File: config.mk
export PLATFORM = sky130hd
export DESIGN_NAME = ascon_permutation_unrolled
export DESIGN_NICKNAME = d
export VERILOG_FILES = /design/src/rtl/ascon_permutation_unrolled.sv
export SDC_FILE = /design/constraint.sdc
export NUM_CORES = 2
export LEC_CHECK = 0
export CAP_MARGIN = 30
export CORE_MARGIN = 5
export CORE_UTILIZATION = 55
export CTS_BUF_LIST = sky130_fd_sc_hd__clkbuf_4 sky130_fd_sc_hd__clkbuf_8
export CTS_CLUSTER_SIZE = 20
export DETAILED_ROUTE_END_ITERATION = 10
export HOLD_SLACK_MARGIN = 0.03
export PLACE_DENSITY_LB_ADDON = 0.25
export REMOVE_ABC_BUFFERS = 1
export SLEW_MARGIN = 20
export SYNTH_ARGS = -nofsm -noshare
export SYNTH_HDL_FRONTEND = slang
export SYNTH_SLANG_ARGS = --single-unit
File: constraint.sdc
create_clock -name clock_i -period 4.1 [get_ports clock_i]
set_clock_uncertainty 0.2 [all_clocks]
set_input_delay 0.41 -clock clock_i [delete_from_list [all_inputs] [get_ports clock_i]]
set_output_delay 0.41 -clock clock_i [all_outputs]
set_load 0.02 [all_outputs]
File: src/rtl/ascon_permutation_unrolled.sv
// rtl/ascon_permutation_unrolled.sv - ASCON pa/pb permutation engine, UNROLL rounds per clock.
// Optional ASCON_PERM_XOR_EN adds x0 data absorb before the first round and {x3,x4} key add after the last.
module ascon_permutation_unrolled #(
    parameter int UNROLL = 1
) (
    input  logic           clock_i,
    input  logic           resetb_i,
    input  logic           start_i,
    input  logic           mode_i,
    input  logic [319:0]   state_i,
`ifdef ASCON_PERM_XOR_EN
    input  logic           xor_begin_i,
    input  logic [63:0]    xor_data_i,
    input  logic           xor_end_i,
    input  logic [127:0]   xor_key_i,
`endif
    output logic [319:0]   state_o,
    output logic [3:0]     round_o,
    output logic           busy_o,
    output logic           done_o
);

    if (!(UNROLL == 1 || UNROLL == 2 || UNROLL == 3 || UNROLL == 6)) begin : g_bad_unroll
        $fatal(1, "ascon_permutation_unrolled: UNROLL must be 1, 2, 3 or 6");
    end

    localparam logic [0:0] S_IDLE = 1'b0;
    localparam logic [0:0] S_RUN  = 1'b1;

    logic [0:0]   fsm_q, fsm_d;
    logic [319:0] state_q, state_d;
    logic [3:0]   round_q, round_d;
    logic         done_q, done_d;
    logic         start_acc, last, active;
    logic [3:0]   base_round;
    logic [319:0] perm_in, perm_out;

    function automatic logic [63:0] ror64(input logic [63:0] x, input int unsigned n);
        return (x >> n) | (x << (64 - n));
    endfunction

    // State word order is {x0, x1, x2, x3, x4}, x0 in the top 64 bits.
    function automatic logic [319:0] ascon_round(input logic [319:0] s, input logic [3:0] r);
        logic [63:0] x0, x1, x2, x3, x4, t0, t1, t2, t3, t4;
        {x0, x1, x2, x3, x4} = s;
        x2 = x2 ^ {56'h0, ~r, r};
        x0 = x0 ^ x4;
        x4 = x4 ^ x3;
        x2 = x2 ^ x1;
        t0 = ~x0 & x1;
        t1 = ~x1 & x2;
        t2 = ~x2 & x3;
        t3 = ~x3 & x4;
        t4 = ~x4 & x0;
        x0 = x0 ^ t1;
        x1 = x1 ^ t2;
        x2 = x2 ^ t3;
        x3 = x3 ^ t4;
        x4 = x4 ^ t0;
        x1 = x1 ^ x0;
        x0 = x0 ^ x4;
        x3 = x3 ^ x2;
        x2 = ~x2;
        x0 = x0 ^ ror64(x0, 19) ^ ror64(x0, 28);
        x1 = x1 ^ ror64(x1, 61) ^ ror64(x1, 39);
        x2 = x2 ^ ror64(x2, 1)  ^ ror64(x2, 6);
        x3 = x3 ^ ror64(x3, 10) ^ ror64(x3, 17);
        x4 = x4 ^ ror64(x4, 7)  ^ ror64(x4, 41);
        return {x0, x1, x2, x3, x4};
    endfunction

    assign start_acc  = (fsm_q == S_IDLE) && start_i;
    assign active     = start_acc || (fsm_q == S_RUN);
    assign base_round = start_acc ? (mode_i ? 4'd6 : 4'd0) : round_q;
    assign last       = (({1'b0, base_round} + 5'(UNROLL)) == 5'd12);

`ifdef ASCON_PERM_XOR_EN
    logic xor_end_q, xor_end_d, end_flag;
    assign end_flag = start_acc ? xor_end_i : xor_end_q;
`endif

    always_comb begin
        perm_in = start_acc ? state_i : state_q;
`ifdef ASCON_PERM_XOR_EN
        if (start_acc && xor_begin_i) begin
            perm_in[319:256] = perm_in[319:256] ^ xor_data_i;
        end
`endif
        perm_out = perm_in;
        for (int k = 0; k < UNROLL; k++) begin
            perm_out = ascon_round(perm_out, base_round + 4'(k));
        end
`ifdef ASCON_PERM_XOR_EN
        if (last && end_flag) begin
            perm_out[127:0] = perm_out[127:0] ^ xor_key_i;
        end
`endif
    end

    always_comb begin
        fsm_d   = fsm_q;
        state_d = state_q;
        round_d = round_q;
        done_d  = 1'b0;
        if (active) begin
            state_d = perm_out;
            if (last) begin
                fsm_d   = S_IDLE;
                round_d = 4'd0;
                done_d  = 1'b1;
            end else begin
                fsm_d   = S_RUN;
                round_d = base_round + 4'(UNROLL);
            end
        end
    end

`ifdef ASCON_PERM_XOR_EN
    always_comb begin
        xor_end_d = xor_end_q;
        if (start_acc) begin
            xor_end_d = xor_end_i;
        end
    end

    always_ff @(posedge clock_i or negedge resetb_i) begin
        if (!resetb_i) begin
            xor_end_q <= 1'b0;
        end else begin
            xor_end_q <= xor_end_d;
        end
    end
`endif

    always_ff @(posedge clock_i or negedge resetb_i) begin
        if (!resetb_i) begin
            fsm_q   <= S_IDLE;
            state_q <= 320'h0;
            round_q <= 4'd0;
            done_q  <= 1'b0;
        end else begin
            fsm_q   <= fsm_d;
            state_q <= state_d;
            round_q <= round_d;
            done_q  <= done_d;
        end
    end

    assign state_o = state_q;
    assign round_o = round_q;
    assign busy_o  = (fsm_q == S_RUN);
    assign done_o  = done_q;

endmodule

[After elaboration in Yosys (flattened, before gate mapping)]
Cells that the tools add are included.
Storage, ports and cells
  bits in registers: 326
  logic and storage cells: 61
Operators by class
  $add $sub $neg: 2
  eq/ne operators: 1
  reductions and logical operators: 2
  bitwise logic cells: 45
  mux-type cells: 7
Operator list (number)
  XOR 64 bit: 21
  NOT 64 bit: 6
  AND 64 bit: 5
  two-way mux 320 bit: 1
  bitwise OR 23 x 64 -> 64 bit: 1
  bitwise OR 25 x 64 -> 64 bit: 1
  bitwise OR 3 x 64 -> 64 bit: 1
  bitwise OR 36 x 64 -> 64 bit: 1
  bitwise OR 45 x 64 -> 64 bit: 1
  bitwise OR 47 x 64 -> 64 bit: 1
  bitwise OR 54 x 64 -> 64 bit: 1
  bitwise OR 57 x 64 -> 64 bit: 1
  bitwise OR 58 x 64 -> 64 bit: 1
  bitwise OR 63 x 64 -> 64 bit: 1
  XOR 64 x 8 -> 64 bit: 1
  two-way mux 4 bit: 2
  adder 4 x 1 -> 5 bit, second input constant: 1
  == test 5 x 4 -> 1 bit, second input constant: 1
  adder 4 x 1 -> 4 bit, second input constant: 1
  NOT 4 bit: 1
  two-way mux 1 bit: 3
  two-way mux 3 bit: 1
  logical AND 1 bit: 1
  logical OR 1 bit: 1
  NOT 1 bit: 1

[Depth between registers and ports, before layout]
  word-level depth: 13
  depth in mapped cells: 15
  mapped depth without buffers: 8

[Worst setup path after synthesis]
OpenSTA, ideal clock, no wires.
  path type: register to register
  start: register fsm_q, in the netlist busy_o
  end: register state_q[77], in the netlist state_o[77]
  data arrival time: 3.643 ns
  data required time: 3.775 ns
  cell stages (with the launch flop): 16
  path slack: 0.132 ns
  path buffers: 7
  library setup time: 0.125 ns
  cells stage by stage: dfrtp_1 > buf_2 > nor2b_2 > buf_6 > buf_6 > buf_2 > buf_2 > clkbuf_1 > buf_1 > nand2_1 > nand2_1 > ha_1 > xnor2_1 > xor2_2 > xnor3_1 > mux2_2
On the way
  cells in the longest elaborated chain, start to end: 11
  elaborated cells on any way between the ends: 19
Ends and longest elaborated chain
  from (decl): RTL line 30  | logic [0:0] fsm_q, fsm_d;
  from (signal assigned): RTL line 142  | fsm_q <= fsm_d;
  NOT 1 bit: RTL line 72  | assign start_acc = (fsm_q == S_IDLE) && start_i;
  logical AND 1 bit: RTL line 72
  two-way mux 320 bit: RTL line 83  | perm_in = start_acc ? state_i : state_q;
  XOR 64 bit: RTL line 48  | x4 = x4 ^ x3;
  NOT 64 bit: RTL line 54  | t4 = ~x4 & x0;
  AND 64 bit: RTL line 54
  XOR 64 bit: RTL line 58  | x3 = x3 ^ t4;
  XOR 64 bit: RTL line 62  | x3 = x3 ^ x2;
  bitwise OR 54 x 64 -> 64 bit: RTL line 39  | return (x >> n) | (x << (64 - n));
  XOR 64 bit (2 in a row): RTL line 67  | x3 = x3 ^ ror64(x3, 10) ^ ror64(x3, 17);
  to (signal assigned): RTL line 143  | state_q <= state_d;
  to (decl): RTL line 31  | logic [319:0] state_q, state_d;
Parallel ways exist; a longest one is shown, timed or not.
A chain may end at the register's enable or synchronous reset.

[Worst setup path after layout]
  start: register fsm_q, in the netlist busy_o
  end: register state_q[42], in the netlist state_o[42]
On the way
  cells in the longest elaborated chain, start to end: 10
  elaborated cells on any way between the ends: 13
Ends and longest elaborated chain
  NOT 1 bit: RTL line 72
  logical AND 1 bit: RTL line 72
  two-way mux 320 bit: RTL line 83
  XOR 64 bit: RTL line 47  | x0 = x0 ^ x4;
  NOT 64 bit: RTL line 50  | t0 = ~x0 & x1;
  AND 64 bit: RTL line 50
  XOR 64 bit: RTL line 59  | x4 = x4 ^ t0;
  bitwise OR 57 x 64 -> 64 bit: RTL line 39
  XOR 64 bit (2 in a row): RTL line 68  | x4 = x4 ^ ror64(x4, 7) ^ ror64(x4, 41);
Parallel ways exist; a longest one is shown, timed or not.

==> run metrics <==
WP buf/inv=1; Max Buffers Root-to-Sink=3; class of the worst hold path=input pin to asynchronous set/reset pin; WP data required=4.51 ns; # rows=90; yosys warns=0; Synth area leaders=dfrtp_1 24%, xnor3_1 17%, xnor2_1 12%, mux2i_1 6.9%, xor2_1 5.6%; First DRT Iteration DRCs=3542; cell accounting for the most synthesized area=dfrtp_1; crit path DAT=4.16 ns; layer with the highest usage=met2; Peak Freq=266.6 MHz; Synth top area share=0.2442; Worst-Margin Slew=1.069 ns; cell area after technology mapping=33400 sq um; CP Cell Sequence=nand2b_4 > buf_12 > mux2i_1 > ha_1 > xnor2_1 > xnor3_1 > o21ai_0; Layout fillers=4412; input/output buffers=649; HPWL after DPL=122700 um; status=finished, final reports clean; area share of and/or/nand/nor cells after synthesis=0.1244; worst r2r path cells=7; maxcap violations=0; crit path kind=register to register; die area=65760 sq um; post-synth cell types=46; Synth async-reset ratio=1.000; post-synthesis adder-cell area fraction=0.04956; met2 GRT Util=0.6715; global-route track usage on met1=0.5444; Tcrit/Tclk final=0.9149; clock buffer count from CTS=66; Rel. slew slack=0.2820; mux share of post-synthesis cell area=0.1125; first-pass GRT wire length=207700 um; worst skew pair latency=0.69 ns; initial antenna violation count=15; CP Launch Type=register; leading cell type in the layout, fill and taps excluded=clkdlybuf4s50_1; Reg area=8158 sq um; number of cells on the critical path=7; vias post-DR=29680; vias per cell=6.035; Final Hold Vio Count=0; met3 Use GR=0.1383; post_cts resized=0; Synth Area in Compound Gates=0.06705; Pins Over Slew Limit=0; syn_area_per_cell=10.61 sq um; vias in the first global route=28950; clock-pin slew on the worst setup and hold paths=0.07 ns; CP delay by family, top=XOR/XNOR gates; crit path time final=3.751 ns; H-Tree Depth=3; Final Setup Violations=0; area of the core=60250 sq um; antenna-violating nets left=0; share of post-route cells with drive strength above 1=0.1587; number of remaining DRC errors=0; initial cell density of the core=0.5545; Die W=256.4 um; WL final=147900 um; area grow syn2layout=33.08%; GRT Overall Usage=0.4344; Mapped Cells=3149; routability cong.=1.039; Most used DFF post-synth=dfrtp_1; synthesized flop and latch total=326; post-synthesis xor/xnor area fraction=0.3755; DRT Pass-1 Iters=6; grt total ovfl=0; CTS root buffer=clkbuf_8; largest family of logic cells by synthesized area=XOR/XNOR gates; footprint of the multi-input gates=24370 sq um; fin nets=4525; most frequent cells in the layout=648 x clkdlybuf4s50_1, 447 x nand2_1, 446 x xnor2_1, 326 x dfrtp_1, 320 x buf_4; Seq/Total Area, Yosys=0.2442; CP max FO=42; clock sinks=326; Reg2Reg Setup Slack=0.35 ns; Min Hold Slack=0.1478 ns; TritonCTS clock tree=yes; slowest CP cell=xnor2_1; number of synthesized flops with an enable pin=0; RSZ-0062 raised after global routing=false; io pins=650; routed length per instance=30.08 um; Critical Path Max Stage Delay=0.87 ns; Die Ht=256.4 um; largest net degree at the start of global routing=123; CP endpoint kind=register
what timing repair did:
action	CTS	global route
hold buffers	1	0
buffers inserted	0	0
hold endpoints to repair	97	0
registers in the layout, indices dropped and copies added, names as in the netlist:
name,count
busy_o,1
round_o,4
done_o,1
state_o,320
cell families (layout without fill, tap and decap cells):
logic type | Yosys count | count (layout)
multiplexers | 346 | 346
flip-flops | 326 | 326
other | 0 | 16
AND/OR/NAND/NOR | 849 | 849
buffers and inverters | 148 | 1119
AO/OA/AOI/OAI | 374 | 374
adder cells (fa/ha/maj) | 133 | 133
XOR/XNOR | 973 | 973
final cells by class:
cell class / count / area share
antenna: 16 / 0.0009007
clock buffer: 104 / 0.02896
clock inverter: 11 / 0.001914
inverter: 3 / 0.0002533
multi-input combinational: 2675 / 0.5483
sequential: 326 / 0.1835
tap: 782 / 0.02201
timing repair buffer: 1001 / 0.2142
worst paths after layout:
| kind | startpoint | end |
|---|---|---|
| worst max-delay path | busy_o$_DFFE_PN0N_ | state_o[42]$_DFFE_PN0N_ |
| max in group asynchronous | resetb_i | state_o[307]$_DFFE_PN0N_ |
| min in group clock_i | state_o[239]$_DFFE_PN0N_ | state_o[239]$_DFFE_PN0N_ |
| worst max register to register | busy_o$_DFFE_PN0N_ | state_o[42]$_DFFE_PN0N_ |
| worst min register to register | state_o[239]$_DFFE_PN0N_ | state_o[239]$_DFFE_PN0N_ |
| worst min-delay path | resetb_i | round_o[0]$_DFFE_PN0N_ |
synthesized netlist by cell type (4+ instances only):
cell,number
buf_6,35
and2_1,8
xnor2_1,446
buf_1,5
a211oi_1,9
nor3b_1,94
o21ai_1,102
ha_1,128
mux2i_4,6
nand3b_1,95
mux2i_2,23
mux2_2,82
xor3_1,10
xor2_2,5
clkbuf_1,79
nor2_1,88
o311ai_2,11
nand2_1,447
xnor3_1,254
buf_4,4
xnor2_2,45
nand3_1,24
o311ai_0,4
mux2i_1,229
xor2_1,213
a21oi_1,79
buf_2,19
o21ai_0,123
nand2b_1,9
nor2b_1,56
nor3_1,24
dfrtp_1,326
mux2_4,6
o311ai_1,42
metrics by stage:
stage / utilization / std cells / TNS, ns / setup slack, ns / area, sq um
final: 0.7379 / 4918 / 0 / 0.3490 / 44450
after global routing: 0.7376 / 4912 / 0 / 0.2186 / 44440
after CTS: 0.7371 / 4901 / 0 / 0.4455 / 44410
after detailed placement: 0.7141 / 4785 / -0.01266 / -0.009819 / 43020
after global placement: 0.7141 / 4785 / -0.008828 / -0.008828 / 43020
after floorplan: - / 3004 / -3351.34 / -10.90 / 32520
layer usage:
metal | routed length, um | vias up
met5 | 34 | -
met3 | 18770 | 482
li1 | - | 12810
met2 | 65160 | 1926
met1 | 53130 | 14460
met4 | 10840 | 4
Power is left out: the tool's default activity adds up to more than one toggle a clock period on the data nets, which glitch-free logic cannot reach.
